[src/rtl/axisr_pkt_tx.sv]
// Framing transmitter: turns (length, tid) descriptors plus raw payload beats into AXI4SR packets.
// Optional AXISR_TX_STATS_EN macro enables the packet/beat statistics counters.
module axisr_pkt_tx #(
    parameter int unsigned DATA_BITS = 512,
    parameter int unsigned ID_BITS   = 6,
    parameter int unsigned LEN_BITS  = 28
) (
    input  logic                   aclk,
    input  logic                   areset,
    input  logic                   s_req_valid,
    output logic                   s_req_ready,
    input  logic [LEN_BITS-1:0]    s_req_len,
    input  logic [ID_BITS-1:0]     s_req_tid,
    input  logic                   s_data_tvalid,
    output logic                   s_data_tready,
    input  logic [DATA_BITS-1:0]   s_data_tdata,
    output logic                   m_axis_tvalid,
    input  logic                   m_axis_tready,
    output logic [DATA_BITS-1:0]   m_axis_tdata,
    output logic [DATA_BITS/8-1:0] m_axis_tkeep,
    output logic                   m_axis_tlast,
    output logic [ID_BITS-1:0]     m_axis_tid,
    output logic [31:0]            stat_pkts,
    output logic [31:0]            stat_beats
);

    localparam int unsigned KEEP_BITS = DATA_BITS / 8;
    localparam int unsigned LOG2B     = $clog2(KEEP_BITS);
    localparam int unsigned CNT_BITS  = LEN_BITS - LOG2B + 1;

    typedef enum logic [1:0] {
        S_IDLE   = 2'd0,
        S_STREAM = 2'd1,
        S_DROP   = 2'd2
    } state_t;

    state_t                 state_q, state_d;
    logic                   req_ready_d;
    logic [CNT_BITS-1:0]    cnt_q;
    logic [KEEP_BITS-1:0]   last_keep_q;
    logic [ID_BITS-1:0]     tid_q;
    logic [CNT_BITS-1:0]    req_beats;
    logic [LOG2B-1:0]       req_rem;
    logic [KEEP_BITS-1:0]   req_keep;
    logic                   req_hs;
    logic                   data_hs;
    logic                   last_beat;

    assign req_hs    = s_req_valid && s_req_ready;
    assign data_hs   = s_data_tvalid && s_data_tready;
    assign last_beat = (cnt_q == CNT_BITS'(1));

    // Payload may only advance when the output register is free or draining this cycle
    assign s_data_tready = (state_q == S_STREAM) && (!m_axis_tvalid || m_axis_tready);

    // ceil(len/B) and the partial-beat keep mask
    assign req_rem   = s_req_len[LOG2B-1:0];
    assign req_beats = CNT_BITS'(s_req_len[LEN_BITS-1:LOG2B]) + CNT_BITS'(|req_rem);

    always_comb begin
        req_keep = '1;
        for (int i = 0; i < int'(KEEP_BITS); i++) begin
            if (req_rem != '0) begin
                req_keep[i] = (LOG2B'(i) < req_rem);
            end
        end
    end

    always_ff @(posedge aclk or posedge areset) begin
        if (areset) begin
            state_q     <= S_IDLE;
            s_req_ready <= 1'b0;
        end else begin
            state_q     <= state_d;
            s_req_ready <= req_ready_d;
        end
    end

    always_comb begin
        state_d = state_q;
        case (state_q)
            S_IDLE: begin
                if (req_hs) begin
                    state_d = (s_req_len == '0) ? S_DROP : S_STREAM;
                end
            end
            S_STREAM: begin
                if (data_hs && last_beat) begin
                    state_d = S_IDLE;
                end
            end
            S_DROP: begin
                state_d = S_IDLE;
            end
            default: begin
                state_d = S_IDLE;
            end
        endcase
        req_ready_d = (state_d == S_IDLE);
    end

    // Descriptor latch and output register
    always_ff @(posedge aclk or posedge areset) begin
        if (areset) begin
            cnt_q         <= '0;
            last_keep_q   <= '0;
            tid_q         <= '0;
            m_axis_tvalid <= 1'b0;
            m_axis_tdata  <= '0;
            m_axis_tkeep  <= '0;
            m_axis_tlast  <= 1'b0;
            m_axis_tid    <= '0;
        end else begin
            if (req_hs) begin
                cnt_q       <= req_beats;
                last_keep_q <= req_keep;
                tid_q       <= s_req_tid;
            end
            if (data_hs) begin
                m_axis_tvalid <= 1'b1;
                m_axis_tdata  <= s_data_tdata;
                m_axis_tkeep  <= last_beat ? last_keep_q : '1;
                m_axis_tlast  <= last_beat;
                m_axis_tid    <= tid_q;
                cnt_q         <= cnt_q - CNT_BITS'(1);
            end else if (m_axis_tready) begin
                m_axis_tvalid <= 1'b0;
            end
        end
    end

`ifdef AXISR_TX_STATS_EN
    logic out_hs;
    assign out_hs = m_axis_tvalid && m_axis_tready;

    always_ff @(posedge aclk or posedge areset) begin
        if (areset) begin
            stat_pkts  <= '0;
            stat_beats <= '0;
        end else if (out_hs) begin
            stat_beats <= stat_beats + 32'd1;
            if (m_axis_tlast) begin
                stat_pkts <= stat_pkts + 32'd1;
            end
        end
    end
`else
    assign stat_pkts  = '0;
    assign stat_beats = '0;
`endif

endmodule

[config.mk]
export PLATFORM = sky130hd
export DESIGN_NAME = axisr_pkt_tx
export DESIGN_NICKNAME = d
export VERILOG_FILES = /design/src/rtl/axisr_pkt_tx.sv
export SDC_FILE = /design/constraint.sdc
export NUM_CORES = 2
export LEC_CHECK = 0
export CORE_AREA = 4 4 464 466
export DETAILED_ROUTE_END_ITERATION = 8
export DIE_AREA = 0 0 468 470
export PLACE_DENSITY = 0.38
export SLEW_MARGIN = 40
export SYNTH_ARGS = -nofsm -noshare
export SYNTH_HDL_FRONTEND = slang
export SYNTH_SLANG_ARGS = --single-unit
export TNS_END_PERCENT = 10
[constraint.sdc]
create_clock -name aclk -period 31.5 [get_ports aclk]
set_input_delay 4.725 -clock aclk [delete_from_list [all_inputs] [get_ports aclk]]
set_output_delay 4.725 -clock aclk [all_outputs]
set_load 0.02 [all_outputs]
Yosys cells after proc, flatten, opt, wreduce, memory -nomap -nowiden
Cells that the tools add are included.
{"block": "totals", "register_bits": 680, "elab_cells": 164}
{"block": "classes", "reduce_logical": 13, "muxes": 73, "magnitude_cmp": 64, "n_addsub": 2, "eq_ne": 2}
{"op": "6-bit less-than comparator, first input constant", "count": 32}
{"op": "5-bit by 6-bit less-than comparator with 1-bit output, first input constant", "count": 16}
{"op": "1-bit two-way mux", "count": 66}
{"op": "64-bit two-way mux", "count": 1}
{"op": "4-bit by 6-bit less-than comparator with 1-bit output, first input constant", "count": 8}
{"op": "23-bit two-way mux", "count": 2}
{"op": "28-bit zero test", "count": 1}
{"op": "3-bit by 6-bit less-than comparator with 1-bit output, first input constant", "count": 4}
{"op": "22-bit by 1-bit adder with 23-bit output", "count": 1}
{"op": "23-bit by 1-bit == test with 1-bit output, second input constant", "count": 1}
{"op": "23-bit by 1-bit subtractor with 23-bit output, second input constant", "count": 1}
{"op": "1-bit by 6-bit less-than comparator with 1-bit output, first input constant", "count": 2}
{"op": "2-bit by 6-bit less-than comparator with 1-bit output, first input constant", "count": 2}
{"op": "2-bit two-way mux", "count": 3}
{"op": "6-bit nonzero test", "count": 1}
{"op": "6-bit OR reduction", "count": 1}
{"op": "1-bit logical AND", "count": 4}
{"op": "2-bit zero test", "count": 2}
{"op": "2-bit one-hot mux with 2 select lines", "count": 1}
{"op": "2-bit nonzero test", "count": 2}
{"op": "2-bit by 1-bit == test with 1-bit output, second input constant", "count": 1}
{"op": "1-bit zero test", "count": 1}
{"op": "1-bit logical OR", "count": 1}

Longest topological paths before layout
{"block": "logic_depth", "word_depth": 8, "mapped_depth": 13, "depth_no_buf": 11}

Least setup slack after synthesis
OpenSTA, ideal clock, no wires.
{"block": "synth_path", "kind": "input -> output", "start": "input m_axis_tready", "end": "output s_data_tready", "t_arrival_ps": 5245, "path_slack_ps": 21530, "cell_stages": 2, "t_required_ps": 26775, "path_cell_list": "or2b_2 -> and2_1"}
{"block": "synth_between", "elab_chain_len": 2}
{"element": "start: declaration", "line": "18", "text": "input logic m_axis_tready,"}
{"element": "1-bit logical OR", "line": "54", "text": "assign s_data_tready = (state_q == S_STREAM) && (!m_axis_tvalid || m_axis_tready);"}
{"element": "1-bit logical AND", "line": "54"}
{"element": "end: declaration", "line": "15", "text": "output logic s_data_tready,"}
Every way passes these cells.

Worst setup path in the final report
Same ends and word-level chain as after synthesis.

==> impl_metrics.tcl <==
set metrics [dict create \
    synth_cell_type_count 58 \
    drt_first_pass_iters 5 \
    layout_common_cells "nand2_1, clkdlybuf4s50_1, dfrtp_1, clkbuf_16" \
    power_density_mw_per_mm2 76.9 \
    yosysTopAreaCell "dfrtp_1" \
    grt_pass1_vias 25161 \
    max_freq_mhz 91.4 \
    rsz0062_at_grt "false" \
    gp_congestion 0.842 \
    fin_area_mm2 0.0446 \
    drive_above_1_share_pct 5.05 \
    crit_required_ns 26.78 \
    insertion_delay_ns 0.71 \
    ys_seq_elements 680 \
    power.total_uw 3440 \
    via_count 24440 \
    finalClockSkew_ns 0.0316 \
    worstMarginPinSlew_ns 0.831 \
    grt_overflow 0 \
    arrival_ns 6.22 \
    clkSinkCount 680 \
    cts_tree "yes" \
    coreArea_mm2 0.211 \
    drt-initial-drc-count 1320 \
    syn_avg_cell_area_um2 9.10 \
    dieHeight_um 470 \
    status "finished, final reports clean" \
    htree_levels 3 \
    syn_area_mm2 0.0270 \
    grt_pass1_wl_um 204000 \
    rows 169 \
    cp-start-kind "input pin" \
    ir_drop_uv 37.5 \
    min_period_over_period_pct 34.7 \
    dieArea_mm2 0.220 \
    drc 0 \
    post-cts-setup-buffers 0 \
    setup_viol 0 \
    antenna_found_initial 70 \
    synthTopCellsByArea "dfrtp_1, nand2_1, clkbuf_1, o22a_1, buf_4" \
    hp-class "flop to flop" \
    end_kind "output port" \
    synth_cells 2972 \
    routed_wl_um 147000 \
    grt_usage_pct 12.9 \
    start_util_pct 12.8 \
    period_minus_slack_ns 10.94 \
    via_per_inst 3.50 \
    drv_cap 0 \
    criticalPathCategory "input pin to output port" \
    slew_headroom_pct 44.6 \
    cellLeakagePower_uw 0.0199 \
    final.setup.tns_ns 0 \
    path_max_fanout 6 \
    ant_nets 0 \
    root_buffer "clkbuf_16" \
    die_w_um 468 \
    async_reset_ff_share_pct 100 \
    grt_max_degree 117 \
    avgRoutedWirePerCell_um 21.0 \
    clock_path_buffers 3 \
    cts_buffers 92 \
    layout_commonest_cell "nand2_1" \
    synth_edf_count 0 \
    nets 4622 \
    ys_seq_area_share_pct 62.9 \
    cts_resized 0 \
    ys_warn_count 0 \
    port-buffer-count 1136 \
    yosysTopAreaCellShare_pct 62.9 \
    place_area_mm2 0.0414 \
    cts_hold_buf 0 \
    dp_hpwl_um 112000 \
    clk_pin_slew_ns 0.06 \
    hold_viol_final 0 \
    pin_count 1201 \
    synth_ff_type "dfrtp_1" \
    area_delta_synth_final_pct 65.1 \
    slew_violations 0 \
]
-- final cells by class --
type                            count  area, um2
Inverter                            9       46.3
Timing Repair Buffer             1168      11700
Multi-Input combinational cell   2116       9150
Fill cell                       23218     167000
Clock buffer                      134       2770
Antenna cell                       13       32.5
Sequential cell                   680      17000
Tap cell                         2821       3530
Clock inverter                     33        393
-- cells by family (layout without fill, tap and decap cells) --
group,count (synthesis),in the layout,synth area share (%)
fa+ha+maj,4,4,0.185
mux,3,3,0.116
other cells,1,77,0.0139
buf+inv,239,1344,4.31
compound gates,212,212,5.55
xor+xnor,22,22,0.712
simple gates,1811,1811,26.2
flops,680,680,62.9
-- registers in the layout, summed over array words and instances, names as in the netlist --
name           cells
m_axis_tdata     512
m_axis_tlast       1
cnt_q             23
state_q            2
m_axis_tkeep      64
tid_q              6
last_keep_q       64
m_axis_tvalid      1
s_req_ready        1
m_axis_tid         6
-- worst paths after layout --
kind	endpoint	from	slack, ns	cells past startpoint
min in group asynchronous	m_axis_tdata[27]	areset	4.51	2
worst min-delay path	state_q[0]	state_q[1]	0.45	1
worst max register to register	m_axis_tdata[465]	m_axis_tvalid	27.74	7
worst min register to register	state_q[0]	state_q[1]	0.45	1
max in group asynchronous	m_axis_tdata[508]	areset	23.12	7
worst max-delay path	s_data_tready	m_axis_tready	20.56	4
-- synth_stat cells, types with 15 or more instances --
master and number:
o21ai_0 40, nand2_1 1645, nor2_1 57, o22a_1 64, nor3_1 18, a31oi_1 19
buf_4 64, nand3_1 20, a21oi_1 40, clkbuf_1 151, dfrtp_1 680, xor2_1 15
-- power by group --
group / leakage, uW / internal [uW] / switching [uW] / total [uW]
clock network: 0.00155 / 667 / 442 / 1110
logic: 0.0103 / 464 / 630 / 1090
registers: 0.00808 / 1100 / 137 / 1230
total: 0.0199 / 2230 / 1210 / 3440
-- worst max-delay path, cell delays in order --
cell and delay (ns):
clkdlybuf4s50_1 0.39, or2b_2 0.39, and2_1 0.18, clkdlybuf4s50_1 0.53
-- per-layer routing --
metal | wire [um] | up-vias | GRT usage (%) | share of wire, %
li1 | - | 11500 | - | -
met5 | 345 | - | 0 | 0.24
met3 | 18700 | 226 | 7.25 | 13
met1 | 60100 | 11703 | 15.6 | 41
met2 | 64100 | 951 | 19.6 | 44
met4 | 3440 | 60 | 3.36 | 2.3
-- metrics by stage --
stage	worst slack, ns	util, %	instances	hold WS [ns]
after detailed placement	20.55	19.6	6794	0.455
after CTS	20.55	21.1	6961	0.453
after global routing	20.52	21.1	6968	0.487
final	20.56	21.1	6974	0.455
after global placement	20.58	19.6	6793	0.444
after floorplan	7.71	-	3035	0.429
Power figures use the tool's default switching activity.
